$ cat src/rtl/buzzer_sequencer.sv
// Note-table sequencer driving the square-wave buzzer generator.
// Define BUZZER_SEQ_LOOP_EN to add the loop input (wrap instead of finish).
module buzzer_sequencer #(
    parameter int CLK_FREQ = 50000000,
    parameter int DEPTH    = 16,
    parameter int ADDR_W   = 4,
    parameter int DUR_W    = 16,
    parameter int GAP_MS   = 10
) (
    input  logic              clk,
    input  logic              rst,
    input  logic              wr_en,
    input  logic [ADDR_W-1:0] wr_addr,
    input  logic [15:0]       wr_freq,
    input  logic [DUR_W-1:0]  wr_dur,
    input  logic [ADDR_W:0]   seq_len,
    input  logic              start,
    input  logic              stop,
`ifdef BUZZER_SEQ_LOOP_EN
    input  logic              loop,
`endif
    output logic [31:0]       freq,
    output logic              mute,
    output logic              busy,
    output logic [ADDR_W-1:0] note_idx,
    output logic              done
);

    localparam int     TICKS = CLK_FREQ / 1000;
    localparam longint GAP_T = longint'(GAP_MS) * longint'(TICKS);
    localparam int     TW    = $clog2(TICKS + 1);
    localparam int     GW    = $clog2(GAP_T + 1);
    localparam int     CNT_W = (DUR_W + TW > GW) ? DUR_W + TW : GW;
    localparam logic [CNT_W-1:0] GAP_END =
        (GAP_T > 0) ? CNT_W'(GAP_T - 1) : '0;
    localparam logic [ADDR_W:0] DEPTH_L = (ADDR_W + 1)'(DEPTH);

    typedef enum logic [1:0] {IDLE, PLAY, GAP} state_t;

    state_t            state, state_nx;
    logic [15:0]       tbl_freq [DEPTH];
    logic [DUR_W-1:0]  tbl_dur  [DEPTH];
    logic [ADDR_W-1:0] idx, idx_nx, idx_adv;
    logic [ADDR_W:0]   len, len_nx;
    logic [CNT_W-1:0]  cnt, cnt_nx, cnt_end, end_nx;
    logic              loop_q, loop_nx, loop_in;
    logic              enter, fin, last, cnt_hit;
    logic [31:0]       freq_nx;
    logic              mute_nx, busy_nx, done_nx;
    logic [15:0]       ent_freq;
    logic [DUR_W-1:0]  ent_dur, dur_eff;

`ifdef BUZZER_SEQ_LOOP_EN
    assign loop_in = loop;
`else
    assign loop_in = 1'b0;
`endif

    assign last     = ({1'b0, idx} == len - 1'b1);
    assign cnt_hit  = (cnt == cnt_end);
    assign idx_adv  = last ? '0 : idx + 1'b1;
    assign note_idx = idx;

    always_ff @(posedge clk) begin
        if (rst) begin
            state   <= IDLE;
            idx     <= '0;
            len     <= '0;
            loop_q  <= 1'b0;
            cnt     <= '0;
            cnt_end <= '0;
            freq    <= '0;
            mute    <= 1'b1;
            busy    <= 1'b0;
            done    <= 1'b0;
            for (int i = 0; i < DEPTH; i++) begin
                tbl_freq[i] <= '0;
                tbl_dur[i]  <= '0;
            end
        end else begin
            state   <= state_nx;
            idx     <= idx_nx;
            len     <= len_nx;
            loop_q  <= loop_nx;
            cnt     <= cnt_nx;
            cnt_end <= end_nx;
            freq    <= freq_nx;
            mute    <= mute_nx;
            busy    <= busy_nx;
            done    <= done_nx;
            if (wr_en && ({1'b0, wr_addr} < DEPTH_L)) begin
                tbl_freq[wr_addr] <= wr_freq;
                tbl_dur[wr_addr]  <= wr_dur;
            end
        end
    end

    always_comb begin
        state_nx = state;
        idx_nx   = idx;
        len_nx   = len;
        loop_nx  = loop_q;
        cnt_nx   = cnt + 1'b1;
        enter    = 1'b0;
        fin      = 1'b0;
        if (stop) begin
            state_nx = IDLE;
            idx_nx   = '0;
            cnt_nx   = '0;
        end else begin
            unique case (state)
                IDLE: begin
                    cnt_nx = '0;
                    if (start && seq_len != '0) begin
                        state_nx = PLAY;
                        idx_nx   = '0;
                        len_nx   = (seq_len > DEPTH_L) ? DEPTH_L : seq_len;
                        loop_nx  = loop_in;
                        enter    = 1'b1;
                    end
                end
                PLAY: begin
                    if (cnt_hit) begin
                        cnt_nx = '0;
                        if (last && !loop_q) begin
                            state_nx = IDLE;
                            idx_nx   = '0;
                            fin      = 1'b1;
                        end else if (GAP_T > 0) begin
                            state_nx = GAP;
                        end else begin
                            idx_nx = idx_adv;
                            enter  = 1'b1;
                        end
                    end
                end
                GAP: begin
                    if (cnt_hit) begin
                        state_nx = PLAY;
                        idx_nx   = idx_adv;
                        cnt_nx   = '0;
                        enter    = 1'b1;
                    end
                end
                default: state_nx = IDLE;
            endcase
        end
    end

    // Entering a note fetches the table row live, so late writes still land.
    always_comb begin
        ent_freq = tbl_freq[idx_nx];
        ent_dur  = tbl_dur[idx_nx];
        dur_eff  = (ent_dur == '0) ? DUR_W'(1) : ent_dur;
        freq_nx  = freq;
        mute_nx  = mute;
        end_nx   = cnt_end;
        busy_nx  = (state_nx != IDLE);
        done_nx  = fin;
        if (enter) begin
            freq_nx = {16'b0, ent_freq};
            mute_nx = (ent_freq == 16'd0);
            end_nx  = CNT_W'(dur_eff) * CNT_W'(TICKS) - 1'b1;
        end else if (state_nx != PLAY) begin
            freq_nx = '0;
            mute_nx = 1'b1;
            if (state_nx == GAP) end_nx = GAP_END;
        end
    end

endmodule

$ cat config.mk
export PLATFORM = sky130hd
export DESIGN_NAME = buzzer_sequencer
export DESIGN_NICKNAME = d
export VERILOG_FILES = /design/src/rtl/buzzer_sequencer.sv
export SDC_FILE = /design/constraint.sdc
export NUM_CORES = 1
export LEC_CHECK = 0
export CELL_PAD_IN_SITES_DETAIL_PLACEMENT = 0
export CELL_PAD_IN_SITES_GLOBAL_PLACEMENT = 1
export CORE_MARGIN = 4
export CORE_UTILIZATION = 29
export CTS_CLUSTER_SIZE = 30
export DETAILED_ROUTE_END_ITERATION = 10
export PLACE_DENSITY_LB_ADDON = 0.1
export REMOVE_ABC_BUFFERS = 1
export SYNTH_ARGS = -nofsm -noshare
export SYNTH_HDL_FRONTEND = slang
export SYNTH_SLANG_ARGS = --single-unit
$ cat constraint.sdc
create_clock -name clk -period 10.3 [get_ports clk]
set_clock_uncertainty 0.15 [all_clocks]
set_input_delay 2.06 -clock clk [delete_from_list [all_inputs] [get_ports clk]]
set_output_delay 2.06 -clock clk [all_outputs]
set_load 0.1 [all_outputs]
==> results.ini, run 1 <==
[sta]
setup_slack_ns=0.378
finalWorstPathRequiredPeriod_ns=9.92
worstMarginPinSlew_ns=1.16
slew_viol_final=0
fmax_ghz=0.101
slew_headroom_pct=22.4
setup_viol=0
timing.final.crit_share_pct=96.3
final-hold-violation-count=0

[route]
ant_nets=0
wl_per_cell_um=23.5
drtIter0Drc=1314
routed_wl_mm=103
via_count=20691
firstDrtPassIters=5
vias_per_cell=4.74
drcViolationCount=0

[cells_and_area]
final.fill_count=10741
nets=3030
drive_gt1_share_pct=15.9
fin_util_pct=35.1
fin_area_sq_um=38300
area_growth_pct=19.9
instances_no_fill=4369

[global_route]
grt_max_degree=63
grt_pass1_vias=21863
overflow=0
antenna_found_initial=16
grt_pass1_wl_mm=149
gr-usage-all-layers_pct=17.6

[setup_path]
critPathKind=input port to register
critPathMaxStageDelay_ns=0.56
cp.required_ns=10.65
crit_top_cell=buf_4
critPathSlowestCell=fa_1
critPathArrivalTime_ns=10.27
r2r_start=cnt[14]$_SDFF_PP0_
ff2ff_setup_slack_ns=1.33
reg2regPathDepth=30
crit_fanout=6
end_kind=register
timing.rr.end=cnt_end[25]$_SDFFE_PP0P_
crit_start=seq_len[1]
start_kind=input port

[placed_design]
numPortBuffers=68
place_inst=4218
dpl_cell_area_sq_um=35700
gp_congestion=0.772
dp_slack_ns=-0.706
post-dp-hpwl_mm=60.2

[synthesis]
syn_area_per_cell_sq_um=12.2
yosysTopAreaCellShare_pct=48.1
ys_seq_area_share_pct=53.8
synthCells=2614
synth_edf_count=512
ys_warn_count=0
syn_area_sq_um=32000
synth.area.top_cells=edfxtp_1 (48%), and2_1 (10%), mux2i_1 (6.6%)
synth.ff_latch_count=603
yosysUniqueCellTypes=80
ys.flop_type=edfxtp_1
synth_top_area_cell=edfxtp_1
async_flop_share_pct=0

[job]
max_cap_viol_count=0

[clock_network]
numCtsBuffers=73
path_clk_slew_ns=0.06
clock-sinks=603
clockBufferDepth=3
root_buffer=clkbuf_16
clock_latency_ns=0.63
h-tree-depth=3
cts_tree=yes

[hold_path]
min_path_cells=2
min_from=cnt_end[21]$_SDFFE_PP0P_
hold_end=cnt_end[21]$_SDFFE_PP0P_
min_path_type=register to register

[power]
power_w=0.00769
p_leak_nw=14.2
cellPowerDensity_nw_per_um2=201
peakVddDrop_v=0.000205

[die]
die_area_sq_um=116000
start_util_pct=29.3
die-height_um=340
core_sq_um=109000
fp.dieW_um=340
rows=121
io_pins=85

[run_status]
status=complete, no violations

per-stage QoR:
stage                     hold WS [ns]   TNS, ns
after global placement           0.297     -4.59
after global routing             0.345  -0.00309
after CTS                        0.321         0
final                            0.322         0
after detailed placement         0.311     -5.10
after floorplan                  0.284   -110.77
layout make-up:
cell class	count	area [sq um]	share of cell area (%)
clock inverters	29	337	0.878
well taps	1476	1850	4.82
clock buffers	100	1990	5.19
repair buffers	306	2610	6.81
inverters	94	353	0.920
multi-input cells	1752	14000	36.5
flip-flops and latches	603	17200	44.8
diodes	9	22.5	0.0587
worst max-delay path: cells and delay by family:
kind | cells | cell delay (ns)
buf+inv | 15 | 2.20
compound gates | 8 | 1.62
simple gates | 6 | 1.62
mux | 1 | 0.07
xor+xnor | 1 | 0.21
fa+ha+maj | 6 | 2.46
routing by layer:
| metal | routed length, um | global-route usage [%] | vias up |
|---|---|---|---|
| li1 | - | - | 9719 |
| met1 | 45800 | 23.6 | 10379 |
| met2 | 49200 | 29.3 | 448 |
| met3 | 4970 | 2.65 | 141 |
| met4 | 2720 | 5.20 | 4 |
| met5 | 16 | 0 | - |
cell usage in the layout, fill, tap and decap left out, drive strengths merged, types with 16 or more instances in the layout:
cell type	netlist	layout
clkdlybuf4s50	0	67
conb	1	16
a211oi	74	74
mux2i	211	211
edfxtp	512	512
dfxtp	91	91
mux4	40	40
nand2	117	117
clkbuf	118	101
fa	36	36
xor2	75	75
a21oi	42	42
buf	62	238
xnor2	34	34
a22oi	24	24
nand3	26	26
and2	522	522
o21ai	30	30
inv	94	96
or2	23	23
nor2b	39	39
nor2	130	130
ha	118	118
o31a	17	17
nor3	21	21
clkinv	0	21
cells in the mapped netlist, types with 17 or more instances:
library cell / count
a211oi_1: 74
xnor2_1: 34
nor2b_1: 39
ha_1: 118
edfxtp_1: 512
inv_1: 93
mux2i_1: 211
nor3_1: 20
and2_1: 520
buf_4: 22
fa_1: 36
xor2_1: 75
mux4_2: 32
dfxtp_1: 91
nand2_1: 117
a21oi_1: 42
buf_2: 28
nand3_1: 26
or2_2: 22
a22oi_1: 24
clkbuf_1: 117
nor2_1: 130
o31a_1: 17
o21ai_0: 19
worst max path at each step:
stage	slack, ns	cells past startpoint	to
6_report	0.38	37	cnt_end[25]$_SDFFE_PP0P_
5_1_grt	-0.003	42	cnt_end[30]$_SDFFE_PP0P_
4_1_cts	0.006	39	cnt_end[31]$_SDFFE_PP0P_
3_5_place_dp	-0.71	39	cnt_end[31]$_SDFFE_PP0P_
3_3_place_gp	-0.68	37	cnt_end[31]$_SDFFE_PP0P_
2_1_floorplan	-5.48	30	cnt_end[31]$_SDFFE_PP0P_
sequential cells by signal, summed over array words and instances, names as in the netlist:
| register | count |
|---|---|
| cnt_end | 29 |
| done | 1 |
| tbl_freq | 256 |
| freq | 16 |
| tbl_dur | 256 |
| len | 5 |
| mute | 1 |
| busy | 1 |
| state | 2 |
| note_idx | 4 |
| cnt | 32 |
report_power, final:
group / leakage (nW) / switching, W / internal, W
clock network: 1.13 / 0.00104 / 0.00150
logic: 7.41 / 0.00123 / 0.00106
registers: 5.62 / 0.0000553 / 0.00280
total: 14.2 / 0.00233 / 0.00536
kinds of logic after synthesis:
| group | count (synthesis) | share of synthesized area, % |
|---|---|---|
| xor+xnor | 109 | 2.99 |
| fa+ha+maj | 154 | 6.87 |
| compound gates | 258 | 6.01 |
| buf+inv | 274 | 3.85 |
| other cells | 1 | 0.0117 |
| simple gates | 964 | 17.0 |
| mux | 251 | 9.52 |
| flops | 603 | 53.8 |
what timing repair did:
item | in CTS | in global routing
gates resized for setup | 2 | 47
pin swaps | 0 | 25
buffers inserted | 1 | 11
cloned | 0 | 1
setup endpoints to repair | 3 | 11
hold buffers | 0 | 0
Note: power is estimated with default switching activity, not from simulation.
==> run 2: changes to the inputs <==
Settings changed: CTS_BUF_LIST from default to sky130_fd_sc_hd__clkbuf_4.
==> run 2 against run 1 <==
  * Non-clock buffer count fell by 7
  * Cell area shrank 1.1%
  * Combinational power is 6% lower
  * Die area unchanged
  * Core utilization is 0.38 points lower
  * Critical path depth increased by 3
  * First-iteration DRC count increased by 6.2%
  * Largest power group unchanged
  * Highest routed layer unchanged
==> results.ini, run 2 (same netlist as run 1, synthesis figures left out) <==
[run_status]
status=complete, no violations

[route]
ant_nets=0  ; unchanged
drtIter0Drc=1395  ; +6.2%
drcViolationCount=0  ; unchanged
firstDrtPassIters=5  ; unchanged
via_count=21365  ; +3.3%
wl_per_cell_um=22.7  ; -3.4%
routed_wl_mm=103  ; about the same
vias_per_cell=4.72  ; -0.26%

[setup_path]
cp.required_ns=11.03  ; +0.38 ns
critPathKind=input port to register
critPathSlowestCell=or4_1
start_kind=input port
crit_top_cell=buf_4
critical-path-top-delay-family=compound AO/OA/AOI/OAI gates
r2r_start=cnt_end[6]$_SDFFE_PP0P_
critPathMaxStageDelay_ns=0.53  ; -0.03 ns
crit_fanout=16  ; +10
crit_start=seq_len[1]
end_kind=register
crit_buf_inv=10  ; -5
critPathArrivalTime_ns=10.44  ; +0.17 ns

[sta]
worstMarginPinSlew_ns=1.18  ; +0.0216 ns
finalWorstPathRequiredPeriod_ns=9.71  ; -0.210 ns
setup_slack_ns=0.589  ; +0.210 ns
timing.final.crit_share_pct=94.3  ; -2.0 points
setup_viol=0  ; unchanged
rsz0062_at_grt=no
fmax_ghz=0.103  ; +2.2%
slew_viol_final=0  ; unchanged
final-hold-violation-count=0  ; unchanged
slew_headroom_pct=20.9  ; -1.4 points

[placed_design]
gp_congestion=0.772  ; unchanged
dp_slack_ns=-0.706  ; unchanged
dpl_cell_area_sq_um=35700  ; unchanged
numPortBuffers=68  ; unchanged
post-dp-hpwl_mm=60.2  ; unchanged

[clock_network]
root_buffer=clkbuf_4
cts_tree=yes
numCtsBuffers=171  ; +130%
h-tree-depth=4  ; +1
clockBufferDepth=3  ; unchanged
clock_latency_ns=1.02  ; +0.39 ns
clock-sinks=603  ; unchanged
path_clk_slew_ns=0.06  ; about the same

[die]
die-height_um=340  ; unchanged
die_area_sq_um=116000  ; unchanged
core_sq_um=109000  ; unchanged
io_pins=85  ; unchanged
rows=121  ; unchanged
start_util_pct=29.3  ; unchanged
fp.dieW_um=340  ; unchanged

[global_route]
gr-usage-all-layers_pct=17.8  ; +0.20 points
antenna_found_initial=18  ; +2
grt_pass1_vias=22716  ; +3.9%
grt_pass1_wl_mm=150  ; +0.82%
grt_max_degree=63  ; unchanged
overflow=0  ; unchanged

[power]
peakVddDrop_v=0.000170  ; -17%
cellPowerDensity_nw_per_um2=191  ; -4.7%
p_leak_nw=14.3  ; +0.72%

[hold_path]
min_path_type=register to register
min_from=cnt[0]$_SDFF_PP0_

[cells_and_area]
nets=3121  ; +3.0%
drive_gt1_share_pct=19.8  ; +3.9 points
final_common_cell=and2_1
final_cell_mix=and2_1 (520), edfxtp_1 (512), clkbuf_4 (257)
fin_area_sq_um=37900  ; -1.1%
area_growth_pct=18.6
reg_top3=tbl_dur x256, tbl_freq x256, cnt x32

[job]
max_cap_viol_count=0  ; unchanged

## run 2: repair_timing
item                       CTS  global route
hold buffers                 0             0
setup endpoints to repair    0             5
resized for setup            0             7
buffers inserted             0             6
## run 2: final timing paths
path | slack, ns | depth (start not counted) | to
worst max-delay path | 0.59 | 40 | cnt_end[31]$_SDFFE_PP0P_
worst min-delay path | 0.32 | 1 | cnt[0]$_SDFF_PP0_
worst max register to register | 1.01 | 37 | cnt_end[31]$_SDFFE_PP0P_
worst min register to register | 0.32 | 1 | cnt[0]$_SDFF_PP0_
## run 2: through the flow
step / util, % / TNS, ns / total power, W / hold slack (ns) / cells
after floorplan: - / -110.77 / 0.00405 / 0.284 / 2449
after global placement: 32.7 / -4.59 / 0.00508 / 0.297 / 4218
after detailed placement: 32.7 / -5.10 / 0.00508 / 0.311 / 4218
after CTS: 34.7 / 0 / 0.00738 / 0.320 / 4509
after global routing: 34.7 / 0 / 0.00775 / 0.344 / 4518
final: 34.8 / 0 / 0.00725 / 0.321 / 4523
## run 2: worst reg2reg max path, delay by kind of cell (launching register included)
kind            cells  cell delay, ns
buf+inv             6            0.78
fa+ha+maj           5            1.71
simple gates       10            2.37
flops               1            0.32
compound gates     11            2.56
mux                 3            0.88
xor+xnor            2            0.39
## run 2: where the power goes
part | switching, W | leakage, nW | internal (W) | total, W
Clock | 0.00104 | 1.30 | 0.00121 | 0.00225
Combinational | 0.00115 | 7.34 | 0.00100 | 0.00216
Sequential | 0.0000549 | 5.62 | 0.00280 | 0.00285
## run 2: metal layers
layer	up-vias	wire, um	part of all wire, %	GRT usage, %
met5	-	23	0.022	0
met4	4	2760	2.7	6.48
met3	180	5200	5.1	3.30
met2	561	49100	48	29.4
met1	10625	45700	44	23.2
li1	9995	-	-	-
## run 2: area by class of cell
type                            instances  area [sq um]
Antenna cell                            8          20.0
Clock buffer                          257          1930
Clock inverter                         34           243
Fill cell                           10860         71200
Inverter                               94           353
Multi-Input combinational cell       1752         13800
Sequential cell                       603         17200
Tap cell                             1476          1850
Timing Repair Buffer                  299          2530
